File: src/rtl/change_dispenser_if.sv
// Coin hopper handshake between the dispenser (master) and the hopper (slave).
// hop_valid/hop_den are held stable until hop_ack; a coin moves on any edge where both are high.
interface change_dispenser_if;
    logic       hop_valid;
    logic [1:0] hop_den;
    logic       hop_ack;

    modport master (output hop_valid, output hop_den, input hop_ack);
    modport slave  (input hop_valid, input hop_den, output hop_ack);
endinterface

File: src/rtl/change_dispenser.sv
// Greedy coin payout engine with per-denomination inventory, refill and shortfall reporting.
// Handshakes: start is taken on an edge with ready=1; a coin is ejected on an edge with hop_valid=1 and hop_ack=1.
module change_dispenser #(
    parameter int CNT_W   = 6,
    parameter int INIT_1  = 10,
    parameter int INIT_5  = 10,
    parameter int INIT_10 = 10,
    parameter int INIT_50 = 10
) (
    input  logic                  clk,
    input  logic                  reset,
    input  logic                  start,
    input  logic [7:0]            amount,
    output logic                  ready,
    output logic                  done,
    output logic [7:0]            shortfall,
    input  logic                  refill,
    input  logic [1:0]            refill_den,
    input  logic [CNT_W-1:0]      refill_cnt,
    output logic [3:0]            inv_empty,
    output logic [1:0]            state_dbg,
    output logic [3:0][CNT_W-1:0] inv_dbg,
    change_dispenser_if.master    hop
);

    typedef enum logic [1:0] {IDLE, SELECT, ISSUE, DONE} state_t;

    state_t                  state;
    logic [7:0]              remaining;
    logic [3:0][CNT_W-1:0]   inv;
    logic [3:0][CNT_W-1:0]   inv_next;
    logic [3:0][CNT_W:0]     inv_sum;
    logic                    sel_found;
    logic [1:0]              sel_den;
    logic                    coin_taken;

    function automatic logic [7:0] den_value(input logic [1:0] d);
        case (d)
            2'd0:    den_value = 8'd1;
            2'd1:    den_value = 8'd5;
            2'd2:    den_value = 8'd10;
            default: den_value = 8'd50;
        endcase
    endfunction

    // Ascending scan: the last qualifying denomination is the largest one.
    always_comb begin
        sel_found = 1'b0;
        sel_den   = 2'd0;
        for (int k = 0; k < 4; k++) begin
            if (den_value(2'(k)) <= remaining && inv[k] != '0) begin
                sel_found = 1'b1;
                sel_den   = 2'(k);
            end
        end
    end

    assign coin_taken = (state == ISSUE) && hop.hop_ack;

    // One extra bit catches refill overflow; the decrement never underflows
    // because a coin is only requested from a non-empty bin.
    always_comb begin
        inv_sum  = '0;
        inv_next = inv;
        for (int k = 0; k < 4; k++) begin
            inv_sum[k] = {1'b0, inv[k]};
            if (refill && refill_den == 2'(k))
                inv_sum[k] = inv_sum[k] + {1'b0, refill_cnt};
            if (coin_taken && hop.hop_den == 2'(k))
                inv_sum[k] = inv_sum[k] - (CNT_W+1)'(1);
            inv_next[k] = inv_sum[k][CNT_W] ? {CNT_W{1'b1}} : inv_sum[k][CNT_W-1:0];
        end
    end

    always_comb begin
        inv_empty = '0;
        for (int k = 0; k < 4; k++) begin
            inv_empty[k] = (inv[k] == '0);
        end
    end

    assign state_dbg = state;
    assign inv_dbg   = inv;

    always_ff @(posedge clk or posedge reset) begin
        if (reset) begin
            state         <= IDLE;
            ready         <= 1'b1;
            hop.hop_valid <= 1'b0;
            hop.hop_den   <= 2'd0;
            done          <= 1'b0;
            shortfall     <= 8'd0;
            remaining     <= 8'd0;
            inv[0]        <= CNT_W'(INIT_1);
            inv[1]        <= CNT_W'(INIT_5);
            inv[2]        <= CNT_W'(INIT_10);
            inv[3]        <= CNT_W'(INIT_50);
        end else begin
            inv <= inv_next;
            case (state)
                IDLE: begin
                    if (start) begin
                        remaining <= amount;
                        shortfall <= 8'd0;
                        ready     <= 1'b0;
                        state     <= SELECT;
                    end
                end
                SELECT: begin
                    if (sel_found) begin
                        hop.hop_den   <= sel_den;
                        hop.hop_valid <= 1'b1;
                        state         <= ISSUE;
                    end else begin
                        done      <= 1'b1;
                        shortfall <= remaining;
                        state     <= DONE;
                    end
                end
                ISSUE: begin
                    if (hop.hop_ack) begin
                        remaining     <= remaining - den_value(hop.hop_den);
                        hop.hop_valid <= 1'b0;
                        state         <= SELECT;
                    end
                end
                DONE: begin
                    done  <= 1'b0;
                    ready <= 1'b1;
                    state <= IDLE;
                end
                default: state <= IDLE;
            endcase
        end
    end

endmodule

File: src/flat_wrapper.sv
// flat-port wrapper written by rule: the top's interface ports become plain ports
module change_dispenser_flat 
#(
    parameter int CNT_W   = 6,
    parameter int INIT_1  = 10,
    parameter int INIT_5  = 10,
    parameter int INIT_10 = 10,
    parameter int INIT_50 = 10
)
  (clk, reset, start, amount, ready, done, shortfall, refill, refill_den, refill_cnt, inv_empty, state_dbg, inv_dbg, hop_hop_valid, hop_hop_den, hop_hop_ack);
  change_dispenser_if hop_i ();
  input  logic clk;
  input  logic reset;
  input  logic start;
  input  logic [7:0] amount;
  output logic ready;
  output logic done;
  output logic [7:0] shortfall;
  input  logic refill;
  input  logic [1:0] refill_den;
  input  logic [CNT_W-1:0] refill_cnt;
  output logic [3:0] inv_empty;
  output logic [1:0] state_dbg;
  output logic [3:0][CNT_W-1:0] inv_dbg;
  output wire logic [$bits(hop_i.hop_valid)-1:0] hop_hop_valid;
  output wire logic [$bits(hop_i.hop_den)-1:0] hop_hop_den;
  input wire logic [$bits(hop_i.hop_ack)-1:0] hop_hop_ack;
  assign hop_hop_valid = hop_i.hop_valid;
  assign hop_hop_den = hop_i.hop_den;
  assign hop_i.hop_ack = hop_hop_ack;
  change_dispenser #(.CNT_W(CNT_W), .INIT_1(INIT_1), .INIT_5(INIT_5), .INIT_10(INIT_10), .INIT_50(INIT_50)) u_core (.clk(clk), .reset(reset), .start(start), .amount(amount), .ready(ready), .done(done), .shortfall(shortfall), .refill(refill), .refill_den(refill_den), .refill_cnt(refill_cnt), .inv_empty(inv_empty), .state_dbg(state_dbg), .inv_dbg(inv_dbg), .hop(hop_i));
endmodule
File: config.mk
export PLATFORM = sky130hd
export DESIGN_NAME = change_dispenser_flat
export DESIGN_NICKNAME = d
export VERILOG_FILES = /design/src/rtl/change_dispenser_if.sv /design/src/rtl/change_dispenser.sv /design/src/flat_wrapper.sv
export SDC_FILE = /design/constraint.sdc
export NUM_CORES = 1
export LEC_CHECK = 0
export ABC_CLOCK_PERIOD_IN_PS = 6630
export CORE_ASPECT_RATIO = 1.25
export CORE_MARGIN = 2
export CORE_UTILIZATION = 65
export DETAILED_ROUTE_END_ITERATION = 10
export DONT_BUFFER_PORTS = 1
export PLACE_DENSITY = 0.78
export SLEW_MARGIN = 25
export SYNTH_ARGS = -nofsm -noshare
export SYNTH_HDL_FRONTEND = slang
export SYNTH_SLANG_ARGS = --single-unit
export TNS_END_PERCENT = 20
File: constraint.sdc
create_clock -name clk -period 6.63 [get_ports clk]
set_input_delay 1.326 -clock clk [delete_from_list [all_inputs] [get_ports clk]]
set_output_delay 1.326 -clock clk [all_outputs]
set_load 0.01 [all_outputs]
Yosys cells after proc, flatten, opt, wreduce, memory -nomap -nowiden. Index checks and enable logic that the tools add are counted.

Reduce and logical (&&, ||, !) cells: 36. $lt $le $gt $ge: 4. Mux-type cells: 39. Equal/unequal tests: 13. Add/sub/neg operators: 9.

Operators by type and width (number): two-way mux 7 bit (8); two-way mux 8 bit (6); one-hot mux 8 bit (2 select lines) (2); adder 6 x 6 -> 7 bit (4); subtractor 7 x 1 -> 7 bit (second input constant) (4); logical NOT 6 bit (4); two-way mux 6 bit (4); nonzero test 6 bit (4); one-hot mux 6 bit (3 select lines) (1); logical AND 1 bit (13); equality test 2 bit (second input constant) (6); two-way mux 1 bit (10); nonzero test 2 bit (5); AND reduction 3 bit (3); less-or-equal comparator 1 x 8 -> 1 bit (first input constant) (1); less-or-equal comparator 3 x 8 -> 1 bit (first input constant) (1); less-or-equal comparator 4 x 8 -> 1 bit (first input constant) (1); less-or-equal comparator 6 x 8 -> 1 bit (first input constant) (1); two-way mux 2 bit (4); one-hot mux 2 bit (4 select lines) (1); AND reduction 2 bit (4); subtractor 8 bit (1); equality test 2 x 1 -> 1 bit (second input constant) (3); logical NOT 2 bit (3); 3 further kinds (7).

Input port bits: 21. Bits in registers: 47.

Longest topological paths before layout. Gate-level depths: netlist of the first run.

Depth in word-level cells: 8. Depth in mapped cells: 11. Depth with buffers taken out: 11.

Worst setup path before layout of the first run. Ideal clock, no wire load.

Path type: in2reg. Start: input refill_den[0]. End: register u_core.inv, in the netlist u_core.inv_dbg[5]. Path slack: 3.231 ns. Arrival: 3.280 ns. Path buffers: 1. Required time: 6.511 ns. Stages on the path: 9. Cell sequence: buf_2 -> nor3b_2 -> mux2i_1 -> ha_1 -> nand4_1 -> or3_4 -> nor4_1 -> a31oi_1 -> o21a_1.

RTL lines: start: declaration (RTL line flat_wrapper.sv:20) `input logic [1:0] refill_den;`; end signal: assignment (RTL line change_dispenser.sv:99) `inv <= inv_next;`; end: declaration (RTL line change_dispenser.sv:30) `logic [3:0][CNT_W-1:0] inv;`.

==> impl_results.html, run 1 <==
<table>
<tr><th>Metric</th><th>Value</th></tr>
<tr><th colspan="2">Outcome</th></tr>
<tr><td>Status</td><td>completed</td></tr>
<tr><th colspan="2">Worst setup path</th></tr>
<tr><td>Kind of cell with the highest combined delay on the critical path</td><td>simple AND/OR/NAND/NOR gates</td></tr>
<tr><td>Worst Setup SP</td><td>refill_den[1]</td></tr>
<tr><td>Ordered list of cells on the worst path</td><td>nor3b_2, mux2i_1, ha_1, nand4_1, or3_4, nor3_2, xor2_1, nand2_1</td></tr>
<tr><td>Crit. End Element</td><td>flop</td></tr>
<tr><td>CP Data Arrival Time</td><td>~3.5 ns</td></tr>
<tr><td>Cell at the slowest stage of the critical path</td><td>sky130_fd_sc_hd__nor3b_2</td></tr>
<tr><td>Worst path buffer plus inverter count</td><td>0</td></tr>
<tr><td>Critical path startpoint category</td><td>input pin</td></tr>
<tr><td>WP data required</td><td>about 7 ns</td></tr>
<tr><td>Cell count of the worst reg-to-reg path</td><td>7</td></tr>
<tr><td>Total stage count of the critical path</td><td>8</td></tr>
<tr><td>Crit-path max cell delay</td><td>roughly 0.46 ns</td></tr>
<tr><td>Reg-to-reg startpoint</td><td>u_core.inv_dbg[16]</td></tr>
<tr><td>Critical Path Fanout Max</td><td>8</td></tr>
<tr><td>Critical setup path kind</td><td>in2reg</td></tr>
<tr><th colspan="2">Die</th></tr>
<tr><td>Core outline area</td><td>about 0.0058 mm²</td></tr>
<tr><td>Number of placement rows</td><td>31</td></tr>
<tr><td>Die area</td><td>between 0.006 and 0.007 mm²</td></tr>
<tr><td>Height of the die</td><td>90.4 µm</td></tr>
<tr><td>Horizontal extent of the die</td><td>73.1 µm</td></tr>
<tr><td>Ports</td><td>between 60 and 70</td></tr>
<tr><td>Initial cell density of the core</td><td>0.672</td></tr>
<tr><th colspan="2">Routing</th></tr>
<tr><td>Via-per-instance ratio</td><td>around 6.5</td></tr>
<tr><td>Detailed-route wire length per cell</td><td>roughly 18 µm</td></tr>
<tr><td>Remaining antenna violation count after routing</td><td>0</td></tr>
<tr><td>Initial DRC Count</td><td>130</td></tr>
<tr><td>Via count</td><td>~3,400</td></tr>
<tr><td>Total iterations of the first detailed-routing run</td><td>4</td></tr>
<tr><td>Final Routed Wirelength</td><td>approximately 9.2 mm</td></tr>
<tr><td>Number of DRC violations after detailed routing</td><td>0</td></tr>
<tr><th colspan="2">Global routing</th></tr>
<tr><td>Largest net degree at the start of global routing</td><td>between 40 and 50</td></tr>
<tr><td>Number of antenna violations at the first check in global routing</td><td>0</td></tr>
<tr><td>Number of global-route vias before repair</td><td>3,330</td></tr>
<tr><td>Wire length of the first global-routing pass</td><td>between 15 and 20 mm</td></tr>
<tr><td>Combined global-route utilization of all metal layers</td><td>0.289</td></tr>
<tr><td>Global-route congestion overflow total</td><td>0</td></tr>
<tr><th colspan="2">Timing</th></tr>
<tr><td>Maximum achievable frequency</td><td>approximately 310 MHz</td></tr>
<tr><td>Count of final max-slew check failures</td><td>0</td></tr>
<tr><td>Post-Route Setup TNS</td><td>0 ns</td></tr>
<tr><td>Setup repair after global routing missed its margin</td><td>false</td></tr>
<tr><td>Final Hold Fails</td><td>0</td></tr>
<tr><td>Slew of the pin with the lowest slew margin</td><td>0.833 ns</td></tr>
<tr><td>Share of the clock period used by the worst path after layout</td><td>0.493</td></tr>
<tr><td>Final min period</td><td>roughly 3.3 ns</td></tr>
<tr><td>Clock skew</td><td>about 0.012 ns</td></tr>
<tr><td>Final count of negative-setup-slack endpoints</td><td>0</td></tr>
<tr><td>Post-route worst setup slack</td><td>between 3 and 4 ns</td></tr>
<tr><td>Relative slew slack</td><td>0.444</td></tr>
<tr><th colspan="2">Logic synthesis</th></tr>
<tr><td>Number of register bits inferred by synthesis</td><td>between 40 and 50</td></tr>
<tr><td>Share of flip-flops with an asynchronous set or reset after synthesis</td><td>1.00</td></tr>
<tr><td>Synth Cell Area</td><td>between 0.003 and 0.004 mm²</td></tr>
<tr><td>Unique cell type count in the Yosys netlist</td><td>around 60</td></tr>
<tr><td>Share of the yosys chip area belonging to registers</td><td>0.306</td></tr>
<tr><td>Post-Syn Instances</td><td>454</td></tr>
<tr><td>Avg Synthesized Cell Area</td><td>about 8.5 µm²</td></tr>
<tr><td>Net count of the mapped netlist</td><td>~500</td></tr>
<tr><td>Cells taking the most area after synthesis</td><td>sky130_fd_sc_hd__dfrtp_1 25%, sky130_fd_sc_hd__ha_1 11%, sky130_fd_sc_hd__dfstp_2 6.1%</td></tr>
<tr><td>Count of flip-flops with a built-in enable after synthesis</td><td>0</td></tr>
<tr><td>Top cell type by total area after synthesis</td><td>sky130_fd_sc_hd__dfrtp_1</td></tr>
<tr><td>Number of warnings issued by yosys</td><td>0</td></tr>
<tr><td>Cell types with the highest counts after synthesis</td><td>61 x sky130_fd_sc_hd__nand2_1, 38 x sky130_fd_sc_hd__dfrtp_1, 36 x sky130_fd_sc_hd__a21oi_1</td></tr>
<tr><td>Prevailing post-synth register cell</td><td>sky130_fd_sc_hd__dfrtp_1</td></tr>
<tr><td>Count leader, synth</td><td>sky130_fd_sc_hd__nand2_1</td></tr>
<tr><td>Area share of the largest cell type after synthesis</td><td>0.245</td></tr>
<tr><th colspan="2">Hold path</th></tr>
<tr><td>Cell count of the worst hold path</td><td>2</td></tr>
<tr><td>Worst hold-check path type</td><td>reg2reg</td></tr>
<tr><td>Hold Path Origin</td><td>u_core.ready</td></tr>
<tr><th colspan="2">Pwr</th></tr>
<tr><td>Leakage power</td><td>between 1.5 and 2 nW</td></tr>
<tr><td>Total power density per cell area</td><td>462 mW/mm²</td></tr>
<tr><td>Power after layout</td><td>approximately 0.0019 W</td></tr>
<tr><td>IR drop worst, VDD</td><td>between 200 and 300 µV</td></tr>
<tr><th colspan="2">Place</th></tr>
<tr><td># port buffers</td><td>0</td></tr>
<tr><td>Weighted congestion reported at the end of routability-driven placement</td><td>roughly 0.85</td></tr>
<tr><td>Dpl hpwl</td><td>7.19 mm</td></tr>
<tr><td>Post-place instance area</td><td>between 0.003 and 0.004 mm²</td></tr>
<tr><td>Worst slack at placement</td><td>between 3 and 4 ns</td></tr>
<tr><th colspan="2">Finish</th></tr>
<tr><td>Fraction of layout instances using a drive strength above 1</td><td>0.0689</td></tr>
<tr><td>Final Core Density</td><td>0.695</td></tr>
<tr><td>Post-route cell area</td><td>approximately 0.004 mm²</td></tr>
<tr><td>Area overhead of the layout relative to synthesis</td><td>3.48%</td></tr>
<tr><td>Antenna diode instance count</td><td>0</td></tr>
<tr><td>FF+latch area</td><td>around 0.0012 mm²</td></tr>
<tr><td>Fill cell instance count of the final layout</td><td>465</td></tr>
<tr><td>Multi-input logic area</td><td>0.00255 mm²</td></tr>
<tr><td>Fin nets</td><td>approximately 510</td></tr>
<tr><th colspan="2">Clocking</th></tr>
<tr><td>Buffer levels on the longest clock path</td><td>2</td></tr>
<tr><td>CTS Hold Buffers Added</td><td>0</td></tr>
<tr><td>CTS-repair resized insts</td><td>0</td></tr>
<tr><td>Clock tree from TritonCTS</td><td>done</td></tr>
<tr><td>H-tree depth</td><td>2</td></tr>
<tr><td>Root Driver</td><td>sky130_fd_sc_hd__clkbuf_8</td></tr>
<tr><td>Clock transition at the register clock pins on the worst setup and hold paths after CTS</td><td>approximately 0.1 ns</td></tr>
<tr><td>Sink count of the clock tree</td><td>47</td></tr>
<tr><td>Clock buffer count from CTS</td><td>5</td></tr>
<tr><td>Worst skew pair latency</td><td>around 0.31 ns</td></tr>
<tr><td>Post-CTS setup repair buffer count</td><td>0</td></tr>
<tr><th colspan="2">Job</th></tr>
<tr><td>Maximum capacitance violations</td><td>0</td></tr>
</table>
per-stage QoR:
step / std cells / hold WS (ns)
after floorplan: 454 / 0.495
after global placement: 508 / 0.501
after detailed placement: 508 / 0.516
after CTS: 516 / 0.528
after global routing: 516 / 0.543
final: 516 / 0.528
layout make-up:
class / instances / area share
Sequential cell: 47 / 0.296
Inverter: 21 / 0.0199
Clock inverter: 3 / 0.0115
Tap cell: 66 / 0.0206
Clock buffer: 5 / 0.0171
Multi-Input combinational cell: 374 / 0.635
kinds of logic (layout without fill, tap and decap cells):
| family | count (synthesis) | count (layout) | synth area share |
|---|---|---|---|
| compound gates | 96 | 96 | 0.158 |
| xor+xnor | 25 | 25 | 0.0564 |
| fa+ha+maj | 40 | 40 | 0.138 |
| buf+inv | 33 | 29 | 0.0367 |
| flops | 47 | 47 | 0.306 |
| mux | 13 | 13 | 0.0342 |
| simple gates | 200 | 200 | 0.271 |
final timing paths:
path / to / slack (ns)
setup / recovery: u_core.inv_dbg[0] / 3.36
hold / removal: u_core.ready / 0.53
setup reg to reg: u_core.shortfall[0] / 3.84
hold reg to reg: u_core.ready / 0.53
max in group asynchronous: u_core.inv_dbg[11] / 5.09
min in group asynchronous: u_core.inv_dbg[5] / 1.03
tightest hold or removal path, delay by kind of cell (launching register included):
family	cells	cell delay (ns)
DFF	1	0.41
and+or+nand+nor	2	0.13
state kept, by name (all words and copies together) (netlist names):
register              cells
u_core.done               1
u_core.hop.hop_den        2
u_core.hop.hop_valid      1
u_core.inv_dbg           24
u_core.ready              1
u_core.remaining          8
u_core.shortfall          8
u_core.state_dbg          2
cells in the final DEF, fill, tap and decap left out, drive strengths merged, types with 5 or more instances in the layout:
cell,synthesis,routed
mux2i,11,11
nand2,62,62
dfstp,9,9
nor2,35,35
nor3,12,12
ha,34,34
nand3,23,23
and3,7,7
nand3b,6,6
a21oi,36,36
dfrtp,38,38
a211o,5,5
fa,5,5
xor2,11,11
xnor2,14,14
o211ai,7,7
inv,21,21
nand2b,12,12
a211oi,8,8
nand4,8,8
o21ai,17,17
clkbuf,7,5
metal layers:
layer,GRT usage,share of wire,vias up
li1,-,-,1640
met1,0.325,0.39,1614
met2,0.526,0.53,101
met3,0.0592,0.059,16
met4,0.0972,0.022,0
met5,0,0,-
power by group:
part           internal, W  switching, W
Sequential        0.000426      0.000230
Combinational     0.000424      0.000555
Clock             0.000114      0.000108
Note: power is estimated with default switching activity, not from simulation.
==> run 2: changes to the inputs <==
ABC_CLOCK_PERIOD_IN_PS = 2700   (was 6630)
CORE_UTILIZATION = 59   (was 65)
PLACE_DENSITY = 0.75   (was 0.78)
clock period = 2.7 ns   (was 6.63 ns; I/O delays follow)
==> run 2 against run 1 <==
- final cell count increased by 10%
- largest power group unchanged
- global-route usage decreased by 0.64 points
- setup slack got worse by 3.3 ns
- combinational power increased to 2.9 times the previous value
- largest cell class unchanged
- non-clock buffer count increased by 31
- sequential cell count unchanged
==> impl_results.html, run 2 (synthesis results as in run 1) <==
<table>
<tr><th>Metric</th><th>Value</th></tr>
<tr><th colspan="2">Outcome</th></tr>
<tr><td>Status</td><td>completed</td></tr>
<tr><th colspan="2">Die</th></tr>
<tr><td>Number of placement rows</td><td>33 (+6.5%)</td></tr>
<tr><td>Initial cell density of the core</td><td>0.599 (-0.0728)</td></tr>
<tr><td>Horizontal extent of the die</td><td>76.5 µm (+4.7%)</td></tr>
<tr><td>Ports</td><td>64 (unchanged)</td></tr>
<tr><td>Core outline area</td><td>0.00648 mm² (+12%)</td></tr>
<tr><td>Die area</td><td>0.00725 mm² (+9.7%)</td></tr>
<tr><td>Height of the die</td><td>94.7 µm (+4.7%)</td></tr>
<tr><th colspan="2">Global routing</th></tr>
<tr><td>Number of antenna violations at the first check in global routing</td><td>0 (unchanged)</td></tr>
<tr><td>Largest net degree at the start of global routing</td><td>48 (unchanged)</td></tr>
<tr><td>Number of global-route vias before repair</td><td>3,512 (+5.5%)</td></tr>
<tr><td>Global-route congestion overflow total</td><td>0 (unchanged)</td></tr>
<tr><td>Combined global-route utilization of all metal layers</td><td>0.283 (-0.00637)</td></tr>
<tr><td>Wire length of the first global-routing pass</td><td>16.2 mm (+7.3%)</td></tr>
<tr><th colspan="2">Timing</th></tr>
<tr><td>Clock skew</td><td>0.0135 ns (+0.00200 ns)</td></tr>
<tr><td>Slew of the pin with the lowest slew margin</td><td>0.990 ns (+0.156 ns)</td></tr>
<tr><td>Final min period</td><td>roughly 2.6 ns</td></tr>
<tr><td>Final count of negative-setup-slack endpoints</td><td>0 (unchanged)</td></tr>
<tr><td>Count of final max-slew check failures</td><td>0 (unchanged)</td></tr>
<tr><td>Setup repair after global routing missed its margin</td><td>true</td></tr>
<tr><td>Maximum achievable frequency</td><td>roughly 380 MHz</td></tr>
<tr><td>Final Hold Fails</td><td>0 (unchanged)</td></tr>
<tr><td>Relative slew slack</td><td>0.332 (-0.112)</td></tr>
<tr><td>Post-Route Setup TNS</td><td>0 ns (unchanged)</td></tr>
<tr><td>Share of the clock period used by the worst path after layout</td><td>0.965</td></tr>
<tr><th colspan="2">Routing</th></tr>
<tr><td>Initial DRC Count</td><td>126 (-3.1%)</td></tr>
<tr><td>Final Routed Wirelength</td><td>9.91 mm (+7.8%)</td></tr>
<tr><td>Total iterations of the first detailed-routing run</td><td>5 (+1)</td></tr>
<tr><td>Via count</td><td>3,490 (+3.5%)</td></tr>
<tr><td>Detailed-route wire length per cell</td><td>17.5 µm (-2.1%)</td></tr>
<tr><td>Via-per-instance ratio</td><td>6.14 (-5.9%)</td></tr>
<tr><td>Number of DRC violations after detailed routing</td><td>0 (unchanged)</td></tr>
<tr><td>Remaining antenna violation count after routing</td><td>0 (unchanged)</td></tr>
<tr><th colspan="2">Clocking</th></tr>
<tr><td>Sink count of the clock tree</td><td>47 (unchanged)</td></tr>
<tr><td>Worst skew pair latency</td><td>0.32 ns (about the same)</td></tr>
<tr><td>Clock buffer count from CTS</td><td>5 (unchanged)</td></tr>
<tr><td>H-tree depth</td><td>2 (unchanged)</td></tr>
<tr><td>Clock tree from TritonCTS</td><td>done</td></tr>
<tr><td>Clock transition at the register clock pins on the worst setup and hold paths after CTS</td><td>0.10 ns (about the same)</td></tr>
<tr><td>Root Driver</td><td>sky130_fd_sc_hd__clkbuf_8</td></tr>
<tr><td>CTS Hold Buffers Added</td><td>0 (unchanged)</td></tr>
<tr><td>Buffer levels on the longest clock path</td><td>2 (unchanged)</td></tr>
<tr><th colspan="2">Pwr</th></tr>
<tr><td>Total power density per cell area</td><td>1120 mW/mm² (+140%)</td></tr>
<tr><td>Power after layout</td><td>0.00489 W (+160%)</td></tr>
<tr><td>Leakage power</td><td>1.94 nW (+9.6%)</td></tr>
<tr><td>IR drop worst, VDD</td><td>746 µV (+150%)</td></tr>
<tr><th colspan="2">Worst setup path</th></tr>
<tr><td>WP data required</td><td>2.16 ns (-4.65 ns)</td></tr>
<tr><td>Critical Path Fanout Max</td><td>4 (-4)</td></tr>
<tr><td>Critical setup path kind</td><td>reg2out</td></tr>
<tr><td>Critical path startpoint category</td><td>flop</td></tr>
<tr><td>Crit. End Element</td><td>primary output</td></tr>
<tr><td>CP Data Arrival Time</td><td>2.07 ns (-1.38 ns)</td></tr>
<tr><th colspan="2">Place</th></tr>
<tr><td># port buffers</td><td>0 (unchanged)</td></tr>
<tr><td>Dpl hpwl</td><td>7.58 mm (+5.4%)</td></tr>
<tr><td>Post-place instance area</td><td>0.00415 mm² (+6.4%)</td></tr>
<tr><td>Weighted congestion reported at the end of routability-driven placement</td><td>0.841 (-0.97%)</td></tr>
<tr><th colspan="2">Finish</th></tr>
<tr><td>Fill cell instance count of the final layout</td><td>541 (+16%)</td></tr>
<tr><td>Number of flip-flops under the largest register name</td><td>24 (unchanged)</td></tr>
<tr><td>Fin nets</td><td>540 (+6.1%)</td></tr>
<tr><td>Fraction of layout instances using a drive strength above 1</td><td>0.158 (+0.0891)</td></tr>
<tr><td>Most common cell after layout, fill and taps aside</td><td>sky130_fd_sc_hd__nand2_1</td></tr>
<tr><td>Most used cells in the layout excluding fill and tap cells</td><td>61 x sky130_fd_sc_hd__nand2_1, 38 x sky130_fd_sc_hd__dfrtp_1, 35 x sky130_fd_sc_hd__nor2_1, 34 x sky130_fd_sc_hd__a21oi_1, 33 x sky130_fd_sc_hd__ha_1</td></tr>
<tr><td>Area overhead of the layout relative to synthesis</td><td>12.2%</td></tr>
<tr><td>Post-route cell area</td><td>0.00435 mm² (+8.4%)</td></tr>
<tr><td>Antenna diode instance count</td><td>0 (unchanged)</td></tr>
<tr><th colspan="2">Hold path</th></tr>
<tr><td>Worst hold-check path type</td><td>in2async</td></tr>
<tr><th colspan="2">Job</th></tr>
<tr><td>Maximum capacitance violations</td><td>0 (unchanged)</td></tr>
</table>
[run 2: routing by layer]
layer | up-vias | GRT usage | wire, µm
met1 | 1686 | 0.309 | 3920
met4 | 0 | 0.111 | 231
met3 | 19 | 0.0488 | 488
li1 | 1683 | - | -
met2 | 102 | 0.546 | 5270
met5 | - | 0 | 0
[run 2: critical path: stages (launching register included)]
cell and delay [ns]:
sky130_fd_sc_hd__dfrtp_1 0.45, sky130_fd_sc_hd__or4_1 0.53, sky130_fd_sc_hd__nor3_1 0.51, sky130_fd_sc_hd__buf_4 0.26
[run 2: final timing paths]
path / from / end / slack, ns / cells past startpoint
setup / recovery: u_core.inv_dbg[10] / inv_empty[1] / 0.09 / 3
hold / removal: reset / u_core.shortfall[1] / 0.22 / 1
setup reg to reg: u_core.inv_dbg[1] / u_core.inv_dbg[1] / 0.11 / 9
hold reg to reg: u_core.ready / u_core.ready / 0.52 / 2
max in group asynchronous: reset / u_core.inv_dbg[10] / 1.97 / 1
min in group clk: hop_hop_ack / u_core.state_dbg[1] / 0.33 / 1
[run 2: layout make-up]
cell class / instances / area (µm²) / area share
flip-flops and latches: 47 / 1190 / 0.273
inverters: 21 / 80.1 / 0.0184
clock inverters: 3 / 46.3 / 0.0106
repair buffers: 31 / 233 / 0.0535
multi-input cells: 374 / 2630 / 0.604
clock buffers: 5 / 68.8 / 0.0158
well taps: 87 / 109 / 0.0250
[run 2: repair_timing]
item                                    in CTS  in global routing
resized for setup                            0                 15
buffers inserted                             0                  1
endpoints found under the setup margin       0                 22
[run 2: stage by stage]
stage	util	std cells	setup WS, ns	hold WS [ns]
2_1_floorplan	-	454	0.0868	0.495
3_3_place_gp	0.640	559	0.0403	0.504
3_5_place_dp	0.640	559	-0.0231	0.510
4_1_cts	0.658	567	0.0561	0.339
5_1_grt	0.671	568	-0.0462	0.316
6_report	0.671	568	0.0944	0.225
[run 2: power by group]
part	internal (W)	switching [W]
registers	0.00105	0.000471
clock network	0.000280	0.000280
logic	0.00126	0.00155
total	0.00259	0.00230
==> run 3: changes to the inputs <==
ABC_CLOCK_PERIOD_IN_PS = 2900   (was 2700)
CORE_UTILIZATION = 65   (was 59)
PLACE_DENSITY = 0.78   (was 0.75)
SETUP_SLACK_MARGIN = 0.02   (was not set)
clock period = 2.9 ns   (was 2.7 ns; I/O delays follow)
==> run 3 against run 2 <==
- final cell count shrank 6.9%
- combinational power down 16%
- sequential power is 3% lower
- die area is 8.8% lower
- largest cell class unchanged
- highest routed layer unchanged
==> impl_results.html, run 3 (synthesis results as in run 1) <==
<table>
<tr><th>Metric</th><th>Value</th></tr>
<tr><th colspan="2">Global routing</th></tr>
<tr><td>Wire length of the first global-routing pass</td><td>15.8 mm (-2.3%)</td></tr>
<tr><td>Combined global-route utilization of all metal layers</td><td>0.300 (+0.0169)</td></tr>
<tr><td>Global-route congestion overflow total</td><td>0 (unchanged)</td></tr>
<tr><td>Number of antenna violations at the first check in global routing</td><td>0 (unchanged)</td></tr>
<tr><td>Largest net degree at the start of global routing</td><td>48 (unchanged)</td></tr>
<tr><td>Number of global-route vias before repair</td><td>3,583 (+2.0%)</td></tr>
<tr><th colspan="2">Outcome</th></tr>
<tr><td>Status</td><td>completed</td></tr>
<tr><th colspan="2">Finish</th></tr>
<tr><td>Fraction of layout instances using a drive strength above 1</td><td>0.0994 (-0.0587)</td></tr>
<tr><td>Fill cell instance count of the final layout</td><td>477 (-12%)</td></tr>
<tr><td>Most common cell after layout, fill and taps aside</td><td>sky130_fd_sc_hd__nand2_1</td></tr>
<tr><td>Number of flip-flops under the largest register name</td><td>24 (unchanged)</td></tr>
<tr><td>Area overhead of the layout relative to synthesis</td><td>6.38%</td></tr>
<tr><td>Fin nets</td><td>522 (-3.3%)</td></tr>
<tr><td>Most used cells in the layout excluding fill and tap cells</td><td>61 x sky130_fd_sc_hd__nand2_1, 37 x sky130_fd_sc_hd__dfrtp_1, 36 x sky130_fd_sc_hd__a21oi_1, 35 x sky130_fd_sc_hd__nor2_1, 34 x sky130_fd_sc_hd__ha_1</td></tr>
<tr><td>Final standard cell count with taps included and fillers excluded</td><td>529 (-6.9%)</td></tr>
<tr><td>Antenna diode instance count</td><td>0 (unchanged)</td></tr>
<tr><th colspan="2">Worst setup path</th></tr>
<tr><td>Critical Path Fanout Max</td><td>4 (unchanged)</td></tr>
<tr><td>Cell count of the worst reg-to-reg path</td><td>9 (unchanged)</td></tr>
<tr><td>Total stage count of the critical path</td><td>9 (+6)</td></tr>
<tr><td>Crit. End Element</td><td>flop</td></tr>
<tr><td>Worst path buffer plus inverter count</td><td>1 (unchanged)</td></tr>
<tr><td>Cell at the slowest stage of the critical path</td><td>sky130_fd_sc_hd__dfstp_2</td></tr>
<tr><td>R2R Setup Slk</td><td>0.20 ns (+0.09 ns)</td></tr>
<tr><td>Reg-to-reg startpoint</td><td>u_core.inv_dbg[1]</td></tr>
<tr><td>Crit-path max cell delay</td><td>0.61 ns (+0.08 ns)</td></tr>
<tr><td>CP Data Arrival Time</td><td>2.91 ns (+0.84 ns)</td></tr>
<tr><td>Ordered list of cells on the worst path</td><td>inv_1, fa_1, mux2_2, ha_1, nand4_1, or3_4, nor4_1, a31oi_1, o21a_1</td></tr>
<tr><td>WP data required</td><td>3.11 ns (+0.95 ns)</td></tr>
<tr><td>Kind of cell with the highest combined delay on the critical path</td><td>simple AND/OR/NAND/NOR gates</td></tr>
<tr><td>Critical path startpoint category</td><td>flop</td></tr>
<tr><td>Critical R2R Capture</td><td>u_core.inv_dbg[5]</td></tr>
<tr><td>Critical setup path kind</td><td>reg2reg</td></tr>
<tr><th colspan="2">Routing</th></tr>
<tr><td>Total iterations of the first detailed-routing run</td><td>5 (unchanged)</td></tr>
<tr><td>Initial DRC Count</td><td>97 (-23%)</td></tr>
<tr><td>Detailed-route wire length per cell</td><td>18.0 µm (+3.3%)</td></tr>
<tr><td>Via count</td><td>3,414 (-2.2%)</td></tr>
<tr><td>Number of DRC violations after detailed routing</td><td>0 (unchanged)</td></tr>
<tr><td>Final Routed Wirelength</td><td>9.54 mm (-3.8%)</td></tr>
<tr><td>Remaining antenna violation count after routing</td><td>0 (unchanged)</td></tr>
<tr><td>Via-per-instance ratio</td><td>6.45 (+5.0%)</td></tr>
<tr><th colspan="2">Die</th></tr>
<tr><td>Horizontal extent of the die</td><td>73.1 µm (-4.5%)</td></tr>
<tr><td>Core outline area</td><td>0.00578 mm² (-11%)</td></tr>
<tr><td>Ports</td><td>64 (unchanged)</td></tr>
<tr><td>Die area</td><td>0.00661 mm² (-8.8%)</td></tr>
<tr><td>Initial cell density of the core</td><td>0.672 (+0.0728)</td></tr>
<tr><td>Height of the die</td><td>90.4 µm (-4.5%)</td></tr>
<tr><td>Number of placement rows</td><td>31 (-6.1%)</td></tr>
<tr><th colspan="2">Clocking</th></tr>
<tr><td>Clock transition at the register clock pins on the worst setup and hold paths after CTS</td><td>0.10 ns (about the same)</td></tr>
<tr><td>Clock tree from TritonCTS</td><td>done</td></tr>
<tr><td>H-tree depth</td><td>2 (unchanged)</td></tr>
<tr><td>Worst skew pair latency</td><td>0.31 ns (about the same)</td></tr>
<tr><td>Clock buffer count from CTS</td><td>5 (unchanged)</td></tr>
<tr><td>Buffer levels on the longest clock path</td><td>2 (unchanged)</td></tr>
<tr><td>Sink count of the clock tree</td><td>47 (unchanged)</td></tr>
<tr><td>Root Driver</td><td>sky130_fd_sc_hd__clkbuf_8</td></tr>
<tr><th colspan="2">Pwr</th></tr>
<tr><td>Leakage power</td><td>1.84 nW (-5.1%)</td></tr>
<tr><td>IR drop worst, VDD</td><td>693 µV (-7.1%)</td></tr>
<tr><td>Total power density per cell area</td><td>1060 mW/mm² (-5.8%)</td></tr>
<tr><th colspan="2">Timing</th></tr>
<tr><td>Share of the clock period used by the worst path after layout</td><td>0.932</td></tr>
<tr><td>Clock skew</td><td>0.00833 ns (-0.00521 ns)</td></tr>
<tr><td>Final count of negative-setup-slack endpoints</td><td>0 (unchanged)</td></tr>
<tr><td>Relative slew slack</td><td>0.291 (-0.0407)</td></tr>
<tr><td>Maximum achievable frequency</td><td>370 MHz</td></tr>
<tr><td>Final min period</td><td>approximately 2.7 ns</td></tr>
<tr><td>Final Hold Fails</td><td>0 (unchanged)</td></tr>
<tr><td>Count of final max-slew check failures</td><td>0 (unchanged)</td></tr>
<tr><td>Slew of the pin with the lowest slew margin</td><td>1.05 ns (+0.0603 ns)</td></tr>
<tr><td>Post-route worst setup slack</td><td>0.197 ns (+0.103 ns)</td></tr>
<tr><td>Post-Route Setup TNS</td><td>0 ns (unchanged)</td></tr>
<tr><td>Setup repair after global routing missed its margin</td><td>false</td></tr>
<tr><th colspan="2">Place</th></tr>
<tr><td>Weighted congestion reported at the end of routability-driven placement</td><td>0.864 (+2.7%)</td></tr>
<tr><td>Dpl hpwl</td><td>7.43 mm (-2.0%)</td></tr>
<tr><td># port buffers</td><td>0 (unchanged)</td></tr>
<tr><td>Worst slack at placement</td><td>0.0547 ns (+0.0778 ns)</td></tr>
<tr><td>Post-Place Cells</td><td>521 (-6.8%)</td></tr>
<tr><th colspan="2">Job</th></tr>
<tr><td>Maximum capacitance violations</td><td>0 (unchanged)</td></tr>
<tr><th colspan="2">Hold path</th></tr>
<tr><td>Worst hold-check path type</td><td>in2async</td></tr>
</table>
-- run 3: cell types whose count changed in the layout (fill, tap and decap cells not counted), moves of 2 or more --
| cell | change |
|---|---|
| sky130_fd_sc_hd__a21oi_1 | +2 |
| sky130_fd_sc_hd__xor2_1 | +2 |
| sky130_fd_sc_hd__buf_4 | -18 |
| sky130_fd_sc_hd__xor2_2 | -2 |
| sky130_fd_sc_hd__a21oi_2 | -2 |
-- run 3: worst max-delay path by stage --
stage / from / end / slack (ns)
floorplan: refill_den[0] / u_core.inv_dbg[5] / 0.25
global route: u_core.inv_dbg[1] / u_core.inv_dbg[1] / 0.03
detailed placement: refill_cnt[1] / u_core.inv_dbg[1] / 0.05
CTS: u_core.inv_dbg[1] / u_core.inv_dbg[1] / 0.11
global placement: refill_cnt[1] / u_core.inv_dbg[7] / 0.19
finish: u_core.inv_dbg[1] / u_core.inv_dbg[5] / 0.20
-- run 3: stage by stage --
step	utilization	hold WS [ns]	total power, W	cell area, µm²
2_1_floorplan	-	0.495	0.00321	3880
3_3_place_gp	0.692	0.502	0.00371	4000
3_5_place_dp	0.692	0.506	0.00383	4000
4_1_cts	0.712	0.374	0.00435	4110
5_1_grt	0.714	0.338	0.00475	4130
6_report	0.714	0.271	0.00436	4130
-- run 3: power breakdown --
part,switching [W],internal (W)
clock,0.000251,0.000260
sequential,0.000509,0.000975
combinational,0.00132,0.00104
-- run 3: final cells by class --
cell class,instances,area (µm²),share of cell area
clock buffer,5,68.8,0.0167
clock inverter,3,46.3,0.0112
inverter,21,80.1,0.0194
multi-input combinational,374,2560,0.621
sequential,47,1190,0.288
tap,66,82.6,0.0200
timing repair buffer,13,97.6,0.0236
-- run 3: what timing repair did --
action | CTS | global route
setup buffers | 0 | 0
resized for setup | 0 | 3
setup endpoints to repair | 0 | 6
hold buffers | 0 | 0
endpoints found under the hold margin | 0 | 0
-- run 3: per-layer routing --
layer  share of wire  global-route usage  vias to the layer above  wire [µm]
met5               0                   0                        -          0
met4           0.019               0.102                        0        180
met3           0.057              0.0580                       18        542
met2            0.53               0.548                      105       5070
met1            0.39               0.336                     1639       3740
li1                -                   -                     1652          -
